--- config.mk ---
export PLATFORM = sky130hd
export DESIGN_NAME = spi_slave_regs
export DESIGN_NICKNAME = d
export VERILOG_FILES = /design/src/rtl/spi_pkg.sv /design/src/rtl/spi_sync.sv /design/src/rtl/spi_slave_regs.sv
export SDC_FILE = /design/constraint.sdc
export NUM_CORES = 1
export LEC_CHECK = 0
export ABC_AREA = 1
export CAP_MARGIN = 10
export CORE_MARGIN = 8
export CORE_UTILIZATION = 56
export DETAILED_ROUTE_END_ITERATION = 7
export PLACE_DENSITY = 0.76
export SYNTH_ARGS = -nofsm -noshare
export SYNTH_HDL_FRONTEND = slang
export SYNTH_SLANG_ARGS = --single-unit
--- constraint.sdc ---
create_clock -name clk_in -period 2.7 [get_ports clk_in]
set_input_delay 0.54 -clock clk_in [delete_from_list [all_inputs] [get_ports clk_in]]
set_output_delay 0.54 -clock clk_in [all_outputs]
set_load 0.03 [all_outputs]
--- src/rtl/spi_pkg.sv ---
// Shared types and constants for the SPI register slave.
package spi_pkg;

  typedef enum logic [1:0] {
    IDLE,
    CMD,
    DATA
  } spi_state_t;

  localparam int unsigned RW_BIT    = 7;
  localparam int unsigned ADDR_BITS = 2;

endpackage

--- src/rtl/spi_sync.sv ---
// Two-flop synchronizer with rise/fall detection on the synchronized value.
module spi_sync #(
  parameter logic RESET_VAL = 1'b0
) (
  input  logic clk,
  input  logic rst_n,
  input  logic d,
  output logic q,
  output logic rise,
  output logic fall
);

  logic meta;
  logic q_d;

  always_ff @(posedge clk or negedge rst_n) begin
    if (!rst_n) begin
      meta <= RESET_VAL;
      q    <= RESET_VAL;
      q_d  <= RESET_VAL;
    end else begin
      meta <= d;
      q    <= meta;
      q_d  <= q;
    end
  end

  assign rise = q & ~q_d;
  assign fall = ~q & q_d;

endmodule

--- src/rtl/spi_slave_regs.sv ---
// SPI mode-0 slave exposing a four-entry register bank.
// Accepts a command byte, then streams write or read data with an auto-incrementing address.
module spi_slave_regs
  import spi_pkg::*;
#(
  parameter int unsigned           DATA_BITS = 8,
  parameter logic [DATA_BITS-1:0]  RESET_VAL = '0
) (
  input  logic                 clk_in,
  input  logic                 n_rst,
  input  logic                 SCK,
  input  logic                 SS,
  input  logic                 MOSI,
  output logic                 MISO,
  output logic                 miso_oe,
  output logic                 wr_strobe,
  output logic [ADDR_BITS-1:0] wr_addr,
  output logic [DATA_BITS-1:0] reg_1_out,
  output logic [DATA_BITS-1:0] reg_2_out,
  output logic [DATA_BITS-1:0] reg_3_out,
  output logic [DATA_BITS-1:0] reg_4_out
);

  localparam int unsigned          CW       = $clog2(DATA_BITS);
  localparam logic [CW-1:0]        LAST_BIT = CW'(DATA_BITS - 1);

  logic sck_sync, sck_rise, sck_fall;
  logic ss_sync, ss_rise, ss_fall;
  logic mosi_sync, mosi_rise, mosi_fall;
  logic unused_sync;

  spi_sync #(.RESET_VAL(1'b0)) u_sck_sync (
    .clk(clk_in), .rst_n(n_rst), .d(SCK),
    .q(sck_sync), .rise(sck_rise), .fall(sck_fall)
  );

  spi_sync #(.RESET_VAL(1'b1)) u_ss_sync (
    .clk(clk_in), .rst_n(n_rst), .d(SS),
    .q(ss_sync), .rise(ss_rise), .fall(ss_fall)
  );

  spi_sync #(.RESET_VAL(1'b0)) u_mosi_sync (
    .clk(clk_in), .rst_n(n_rst), .d(MOSI),
    .q(mosi_sync), .rise(mosi_rise), .fall(mosi_fall)
  );

  assign unused_sync = ^{sck_sync, mosi_rise, mosi_fall};

  spi_state_t           state;
  logic [CW-1:0]        bit_cnt;
  logic [DATA_BITS-1:0] rx_shift;
  logic [DATA_BITS-1:0] tx_shift;
  logic [ADDR_BITS-1:0] addr;
  logic                 rw;
  logic [DATA_BITS-1:0] bank [4];
  logic [1:0]           settle;
  logic                 armed;

  logic [DATA_BITS-1:0] rx_next;
  logic [ADDR_BITS-1:0] addr_next;

  always_comb begin
    rx_next   = {rx_shift[DATA_BITS-2:0], mosi_sync};
    addr_next = addr + 2'd1;
  end

  // The SS synchronizer resets high, so a low SS held through reset would look
  // like a fresh fall; frames are only accepted after SS has been seen high.
  always_ff @(posedge clk_in or negedge n_rst) begin
    if (!n_rst) begin
      state     <= IDLE;
      bit_cnt   <= '0;
      rx_shift  <= '0;
      tx_shift  <= '0;
      addr      <= '0;
      rw        <= 1'b0;
      wr_strobe <= 1'b0;
      wr_addr   <= '0;
      settle    <= '0;
      armed     <= 1'b0;
      for (int unsigned i = 0; i < 4; i++) bank[i] <= RESET_VAL;
    end else begin
      wr_strobe <= 1'b0;
      settle    <= {settle[0], 1'b1};
      if (settle[1] && ss_sync) armed <= 1'b1;

      if (ss_rise) begin
        state    <= IDLE;
        bit_cnt  <= '0;
        rx_shift <= '0;
        tx_shift <= '0;
      end else begin
        case (state)
          IDLE: begin
            if (ss_fall && armed) begin
              state    <= CMD;
              bit_cnt  <= '0;
              rx_shift <= '0;
              tx_shift <= '0;
            end
          end
          CMD, DATA: begin
            if (sck_rise) begin
              rx_shift <= rx_next;
              bit_cnt  <= (bit_cnt == LAST_BIT) ? '0 : bit_cnt + 1'b1;
              if (bit_cnt == LAST_BIT) begin
                if (state == CMD) begin
                  state    <= DATA;
                  addr     <= rx_next[ADDR_BITS-1:0];
                  rw       <= rx_next[RW_BIT];
                  tx_shift <= rx_next[RW_BIT] ? bank[rx_next[ADDR_BITS-1:0]] : '0;
                end else begin
                  addr <= addr_next;
                  if (rw) begin
                    tx_shift <= bank[addr_next];
                  end else begin
                    bank[addr] <= rx_next;
                    wr_strobe  <= 1'b1;
                    wr_addr    <= addr;
                    tx_shift   <= '0;
                  end
                end
              end
            end else if (sck_fall && bit_cnt != '0) begin
              tx_shift <= {tx_shift[DATA_BITS-2:0], 1'b0};
            end
          end
          default: state <= IDLE;
        endcase
      end
    end
  end

  assign MISO      = tx_shift[DATA_BITS-1];
  assign miso_oe   = ~ss_sync;
  assign reg_1_out = bank[0];
  assign reg_2_out = bank[1];
  assign reg_3_out = bank[2];
  assign reg_4_out = bank[3];

endmodule
==> results of run 1 <==
## worst register-to-register path, delay by kind of cell, from the launching register on
kind | cells | cell delay (ns)
DFF | 1 | 0.36
and+or+nand+nor | 6 | 1.11
buffers and inverters | 2 | 0.14
adders and majority gates | 1 | 0.36
## flip-flops by register name (all words and copies together), names as in the netlist, 2 cells and up
| register | cells |
|---|---|
| bit_cnt | 3 |
| reg_2_out | 8 |
| addr | 2 |
| tx_shift | 8 |
| wr_addr | 2 |
| state | 2 |
| reg_1_out | 8 |
| settle | 2 |
| reg_4_out | 8 |
| rx_shift | 7 |
| reg_3_out | 8 |
## placed cells by master (no fill, tap or decap), types with 6 or more instances in the layout
master           instances
ha_1                    10
nor2_1                   9
a21oi_1                  6
inv_1                   56
o21ai_0                 13
clkbuf_8                 9
nand2_1                221
dfrtp_1                 66
buf_4                    7
nand3_1                 50
or2_2                    7
clkdlybuf4s50_1         40
o22ai_1                  7
## how the worst max path moves through the flow
stage / from / end / depth (start not counted)
finish: u_ss_sync.q$_DFF_PN1_ / miso_oe / 2
global route: state[0]$_DFFE_PN0P_ / tx_shift[5]$_DFFE_PN0P_ / 9
CTS: u_ss_sync.q$_DFF_PN1_ / miso_oe / 2
detailed placement: state[0]$_DFFE_PN0P_ / tx_shift[5]$_DFFE_PN0P_ / 9
global placement: state[0]$_DFFE_PN0P_ / tx_shift[4]$_DFFE_PN0P_ / 9
floorplan: addr[0]$_DFFE_PN0P_ / tx_shift[0]$_DFFE_PN0P_ / 13
## cell families (layout without fill, tap and decap cells)
kind of cell / after synthesis / after routing / synth area share
DFF: 69 / 69 / 0.481
adders and majority gates: 10 / 10 / 0.0347
and+or+nand+nor: 300 / 300 / 0.359
AOI/OAI and AO/OA: 29 / 29 / 0.0448
other: 1 / 1 / 0.00104
buffers and inverters: 70 / 125 / 0.0799
## layer usage
metal / wire, microns / up-vias / track usage
li1: - / 1577 / -
met1: 4240 / 1505 / 0.288
met2: 4040 / 110 / 0.337
met3: 591 / 21 / 0.0390
met4: 311 / 0 / 0.109
met5: 0 / - / 0
## stage by stage
stage / instances / instance area, sq um / hold slack (ns) / utilization / power [W]
2_1_floorplan: 479 / 3600 / 0.244 / - / 0.00164
3_3_place_gp: 595 / 4110 / 0.332 / 0.655 / 0.00182
3_5_place_dp: 595 / 4110 / 0.336 / 0.655 / 0.00184
4_1_cts: 611 / 4350 / 0.219 / 0.693 / 0.00286
5_1_grt: 611 / 4350 / 0.235 / 0.693 / 0.00299
6_report: 611 / 4350 / 0.187 / 0.693 / 0.00284
## power by group
part | internal [W] | switching, W | leakage [nW] | total (W)
clock network | 0.000616 | 0.000402 | 0.120 | 0.00102
logic | 0.000216 | 0.000455 | 1.24 | 0.000670
registers | 0.00111 | 0.0000381 | 0.925 | 0.00115
## area by class of cell
| cell class | count | area (sq um) |
|---|---|---|
| Clock buffer | 10 | 128 |
| Clock inverter | 6 | 113 |
| Fill cell | 529 | 1920 |
| Inverter | 60 | 225 |
| Multi-Input combinational cell | 340 | 1580 |
| Sequential cell | 69 | 1730 |
| Tap cell | 77 | 96.3 |
| Timing Repair Buffer | 49 | 478 |
==> results.tsv, run 1 <==
stage	metric	value	unit
outcome	status	completed	
clock_tree	Sinks on Clock Net	69	
logic_synthesis	Synth top area share	0.459	
floorplan	die span in x	96.2	microns
logic_synthesis	commonest cells in the netlist	nand2_1, dfrtp_1, inv_1	
setup_path	R2R cell count	9	
global_route	initial antenna violation count	0	
global_route	vias in the first global route	3170	
logic_synthesis	Distinct cells, synth	27	
floorplan	Placeable Area	6280	sq um
layout	Syn-to-layout area delta	20.9	%
setup_path	Crit Path Max Fanout	4	
timing	hold violation count in the final report	0	
setup_path	crit start category	flop	
logic_synthesis	Synth Instances	479	
setup_path	critical path type	reg2out	
clock_tree	PostCTS Resize Cnt	0	
timing	unrepaired setup endpoints after global routing	false	
job	max_cap viols	0	
logic_synthesis	mapped cell area	3600	sq um
worst_hold_path	Hold Path Class	in2async	
setup_path	RR Endpoint	tx_shift[5]$_DFFE_PN0P_	
timing	Fmax achieved	476	MHz
timing	PnR worst setup slack	0.601	ns
timing	Slew Viols, Final	0	
floorplan	die area	9250	sq um
clock_tree	Clk pin slew, worst setup/hold paths	0.08	ns
logic_synthesis	Post-synth ARST share	1.00	
floorplan	die height	96.2	microns
floorplan	Initial Util	0.574	
logic_synthesis	yosys warns	0	
layout	layout cells sized above 1	0.0861	
clock_tree	CTS buffer count	9	
placement	detailed placement HPWL	6.58	mm
power_and_ir_drop	Peak supply drop	560	uV
setup_path	crit-path cells	inv_1 -> clkdlybuf4s50_1	
setup_path	Reg2Reg Setup Slack	0.68	ns
global_route	GRT overflow	0	
logic_synthesis	cell taking the most area after synthesis	dfrtp_1	
timing	crit path time final	2.10	ns
timing	Setup Skew	0.0132	ns
logic_synthesis	Avg Synthesized Cell Area	7.52	sq um
drt	wire per inst	15.0	microns
timing	Setup TNS Final	0	ns
setup_path	CP max stage cell	clkdlybuf4s50_1	
timing	final setup vio count	0	
setup_path	worst flop-to-flop path startpoint	state[0]$_DFFE_PN0P_	
power_and_ir_drop	Pwr Density	652	nW/um^2
setup_path	crit-path max cell delay	0.59	ns
clock_tree	clk_lat worst skew	0.34	ns
setup_path	Buf+Inv Stages, Crit Path	2	
drt	Routed Antenna Nets	0	
clock_tree	Post-CTS Setup Bufs	0	
layout	Nets	544	
layout	antenna cells	0	
clock_tree	clock root buffer master	clkbuf_8	
global_route	first-pass GRT wire length	15.4	mm
placement	gpl congestion	0.925	
setup_path	CP Capture Type	output port	
drt	DRC	0	
logic_synthesis	Synth Flop Type	dfrtp_1	
drt	vias per cell	5.26	
drt	Routed WL	9.18	mm
logic_synthesis	cell with the most instances after synthesis	nand2_1	
clock_tree	TritonCTS clock tree	yes	
logic_synthesis	Seq/Total Area, Yosys	0.481	
logic_synthesis	Synth Net Count	494	
timing	relative slew slack	0.494	
global_route	GRT Overall Usage	0.218	
clock_tree	hold buffer count at CTS	0	
setup_path	WP data required	2.16	ns
timing	Slew @ Worst Pin	0.753	ns
drt	Vias	3213	
drt	drt pass-1 iters	5	
global_route	largest net degree at the start of global routing	70	
floorplan	num ports	42	
logic_synthesis	largest cells by area after synthesis	dfrtp_1, nand2_1, nand3_1	
setup_path	Critical Path AT	1.56	ns
logic_synthesis	Post-synth EDFFs	0	
power_and_ir_drop	Pleak	2.28	nW
placement	port bufs	41	
floorplan	Placement Rows	29	
drt	Initial DRC Count	228	
clock_tree	Max Root-Sink Buffers	2	
logic_synthesis	synthesized flop and latch total	69	
placement	pre-CTS setup slack	0.662	ns
setup_path	Crit path max-delay family	buffers and inverters	
clock_tree	CTS HTree Levels	3	
timing	Tcrit/Tclk final	0.777	
Note: power is estimated with default switching activity, not from simulation.
==> run 2: changes to the inputs <==
--- a/config.mk
+++ b/config.mk
@@ -8,9 +8,9 @@
 export ABC_AREA = 1
 export CAP_MARGIN = 10
 export CORE_MARGIN = 8
-export CORE_UTILIZATION = 56
+export CORE_UTILIZATION = 51
 export DETAILED_ROUTE_END_ITERATION = 7
-export PLACE_DENSITY = 0.76
+export PLACE_DENSITY = 0.73
 export SYNTH_ARGS = -nofsm -noshare
 export SYNTH_HDL_FRONTEND = slang
 export SYNTH_SLANG_ARGS = --single-unit
==> constraint.sdc (replaced) <==
create_clock -name clk_in -period 1.7 [get_ports clk_in]
set_input_delay 0.34 -clock clk_in [delete_from_list [all_inputs] [get_ports clk_in]]
set_output_delay 0.34 -clock clk_in [all_outputs]
set_load 0.03 [all_outputs]
==> run 2 against run 1 <==
  * The run now ends with hold timing, setup timing left
  * Count of clock-buffer cells in the layout unchanged
  * Critical path depth increased by 9
  * Setup slack got worse by 0.61 ns
  * Total power increased by 86%
  * Wire length increased by 13%
  * Clock skew decreased by 0.0048 ns
  * Cell count increased by 8.0%
  * Global-route usage decreased by 1.2 points
==> results.tsv, run 2 (same netlist as run 1, synthesis figures left out) <==
stage	metric	value	unit	change
outcome	status	finished, violations left		was completed
job	max_cap viols	0		unchanged
global_route	first-pass GRT wire length	16.1	mm	was 15.4 mm
setup_path	RR Endpoint	reg_3_out[4]$_DFFE_PN0P_		was tx_shift[5]$_DFFE_PN0P_
power_and_ir_drop	Psw	0.00185	W	was 0.000894 W
power_and_ir_drop	Peak supply drop	794	uV	was 560 uV
floorplan	Initial Util	0.527		was 0.574
floorplan	Placeable Area	6830	sq um	was 6280 sq um
setup_path	R2R cell count	11		was 9
power_and_ir_drop	Logic pwr share	0.372		was 0.236
layout	Syn-to-layout area delta	33.9	%	was 20.9%
timing	final setup vio count	16		was 0
clock_tree	clock root buffer master	clkbuf_8		unchanged
layout	commonest non-fill, non-tap cells in the layout	nand2_1, dfrtp_1, inv_1, nand3_1, dlygate4sd2_1		was nand2_1, dfrtp_1, inv_1, nand3_1, clkdlybuf4s50_1
clock_tree	Max Root-Sink Buffers	2		unchanged
floorplan	die area	10000	sq um	was 9250 sq um
setup_path	WP data required	1.95	ns	was 2.16 ns
setup_path	worst flop-to-flop path startpoint	state[1]$_DFFE_PN0P_		was state[0]$_DFFE_PN0P_
layout	antenna cells	0		unchanged
timing	Setup Skew	0.00848	ns	was 0.0132 ns
power_and_ir_drop	sequential power share	0.351		was 0.406
global_route	GRT Overall Usage	0.206		was 0.218
drt	wire per inst	15.8	microns	was 15.0 microns
layout	layout cells sized above 1	0.248		was 0.0861
setup_path	crit-path cells	inv_2 -> ha_4 -> nand2_4 -> nor2_4 -> nand2_4 -> nor3_4 -> buf_6 -> buf_6 -> nand2_8 -> nand2_2 -> nand2_2		was inv_1 -> clkdlybuf4s50_1
placement	gpl congestion	0.895		was 0.925
floorplan	Placement Rows	30		was 29
global_route	initial antenna violation count	0		unchanged
placement	detailed placement HPWL	6.74	mm	was 6.58 mm
setup_path	critical path type	reg2reg		was reg2out
worst_hold_path	Hold Path Class	in2async		unchanged
clock_tree	TritonCTS clock tree	yes		unchanged
floorplan	die height	100	microns	was 96.2 microns
power_and_ir_drop	Pwr Density	1100	nW/um^2	was 652 nW/um^2
drt	vias per cell	5.21		was 5.26
timing	PnR worst setup slack	-0.0113	ns	was 0.601 ns
layout	leading cell type in the layout, fill and taps excluded	nand2_1		unchanged
outcome	failing checks	hold timing, setup timing		
setup_path	crit-path max cell delay	0.37	ns	was 0.59 ns
setup_path	Critical Path AT	1.96	ns	was 1.56 ns
drt	Routed Antenna Nets	0		unchanged
layout	Nets	574		was 544
setup_path	CP Capture Type	flop		was output port
timing	unrepaired setup endpoints after global routing	true		was false
placement	port bufs	41		unchanged
timing	Fmax achieved	584	MHz	
timing	crit path time final	1.71	ns	
drt	DRC	0		unchanged
timing	Setup TNS Final	-0.0901	ns	was 0 ns
clock_tree	CTS buffer count	9		unchanged
drt	Vias	3439		was 3213
global_route	GRT overflow	0		unchanged
drt	Routed WL	10.4	mm	was 9.18 mm
power_and_ir_drop	Clock power frac	0.277		was 0.358
floorplan	die span in x	100	microns	was 96.2 microns
floorplan	num ports	42		unchanged
drt	drt pass-1 iters	7		was 5
power_and_ir_drop	Power Total	0.00529	W	was 0.00284 W
setup_path	Crit Path Max Fanout	8		was 4
setup_path	crit start category	flop		unchanged
timing	hold violation count in the final report	4		was 0
timing	Tcrit/Tclk final	1.01		
global_route	largest net degree at the start of global routing	70		unchanged
clock_tree	hold buffer count at CTS	0		unchanged
setup_path	CP max stage cell	dfrtp_1		was clkdlybuf4s50_1
layout	FILL cells	569		was 529
global_route	vias in the first global route	3202		was 3170
clock_tree	Clk pin slew, worst setup/hold paths	0.08	ns	about the same
setup_path	Reg2Reg Setup Slack	-0.01	ns	was 0.68 ns
power_and_ir_drop	Net Sw Frac	0.350		was 0.315
power_and_ir_drop	internal power	0.00344	W	was 0.00195 W
power_and_ir_drop	Pleak	2.65	nW	was 2.28 nW
timing	Slew Viols, Final	0		unchanged
drt	Initial DRC Count	310		was 228
clock_tree	clk_lat worst skew	0.36	ns	was 0.34 ns
clock_tree	CTS HTree Levels	3		unchanged
timing	worst hold slack	-0.00820	ns	was 0.187 ns
clock_tree	Sinks on Clock Net	69		unchanged
## run 2: cell count changes in the layout (fill, tap and decap cells not counted), moves of 7 or more
cell / change
nand2_1: -36
buf_6: +7
clkdlybuf4s50_1: -37
buf_4: +23
inv_1: -7
nand2_2: +30
dlygate4sd2_1: +36
## run 2: per-layer routing
metal,wire length [microns],track usage,share of wire
met3,757,0.0457,0.073
met5,0,0,0
met4,248,0.0942,0.024
met2,4750,0.299,0.46
met1,4640,0.285,0.45
## run 2: worst max-delay path by stage
stage	to	cells past startpoint	startpoint	slack (ns)
after floorplan	tx_shift[1]$_DFFE_PN0P_	12	addr[0]$_DFFE_PN0P_	0.01
after detailed placement	tx_shift[3]$_DFFE_PN0P_	9	state[0]$_DFFE_PN0P_	-0.23
after global placement	tx_shift[7]$_DFFE_PN0P_	9	state[0]$_DFFE_PN0P_	-0.16
after CTS	reg_3_out[1]$_DFFE_PN0P_	11	state[1]$_DFFE_PN0P_	-0.07
after global routing	tx_shift[5]$_DFFE_PN0P_	9	state[1]$_DFFE_PN0P_	-0.11
final	reg_3_out[4]$_DFFE_PN0P_	11	state[1]$_DFFE_PN0P_	-0.01
## run 2: repair_timing
action                     CTS  global route
pin swaps                   22            39
cloned                       0             1
buffers inserted            10             3
gates resized for setup     72            62
setup endpoints to repair   79            58
## run 2: worst max-delay path: cells and delay by family (launching register included)
family	cells	cell delay (ns)
buf+inv	3	0.33
flops	1	0.37
fa+ha+maj	1	0.29
simple gates	7	0.59
## run 2: final cells by class
cell class                      instances  area, sq um  share of cell area
Tap cell                               96          120              0.0249
Clock inverter                          6         87.6              0.0182
Clock buffer                           10          128              0.0265
Multi-Input combinational cell        340         1840               0.381
Timing Repair Buffer                   79          679               0.141
Inverter                               60          240              0.0498
Sequential cell                        69         1730               0.359
## run 2: metrics by stage
| stage | cells | setup slack, ns | util | cell area [sq um] |
|---|---|---|---|---|
| after CTS | 658 | -0.0651 | 0.678 | 4630 |
| after global placement | 632 | -0.156 | 0.626 | 4280 |
| after global routing | 660 | -0.106 | 0.706 | 4820 |
| final | 660 | -0.0113 | 0.706 | 4820 |
| after floorplan | 479 | 0.00955 | - | 3630 |
| after detailed placement | 632 | -0.232 | 0.626 | 4280 |
## run 2: power groups by stage
stage	combinational (W)	sequential [W]	clock, W
finish	0.00197	0.00186	0.00147
global route	0.00211	0.00187	0.00154
CTS	0.00135	0.00184	0.00148
detailed placement	0.00116	0.00186	0
global placement	0.00114	0.00186	0
floorplan	0.000750	0.00186	0
==> run 3: changes to the inputs <==
--- a/config.mk
+++ b/config.mk
@@ -11,6 +11,7 @@
 export CORE_UTILIZATION = 51
 export DETAILED_ROUTE_END_ITERATION = 7
 export PLACE_DENSITY = 0.73
+export SLEW_MARGIN = 20
 export SYNTH_ARGS = -nofsm -noshare
 export SYNTH_HDL_FRONTEND = slang
 export SYNTH_SLANG_ARGS = --single-unit
==> results of run 3 <==
Final layout, timing and power as in run 2 (identical DEF).
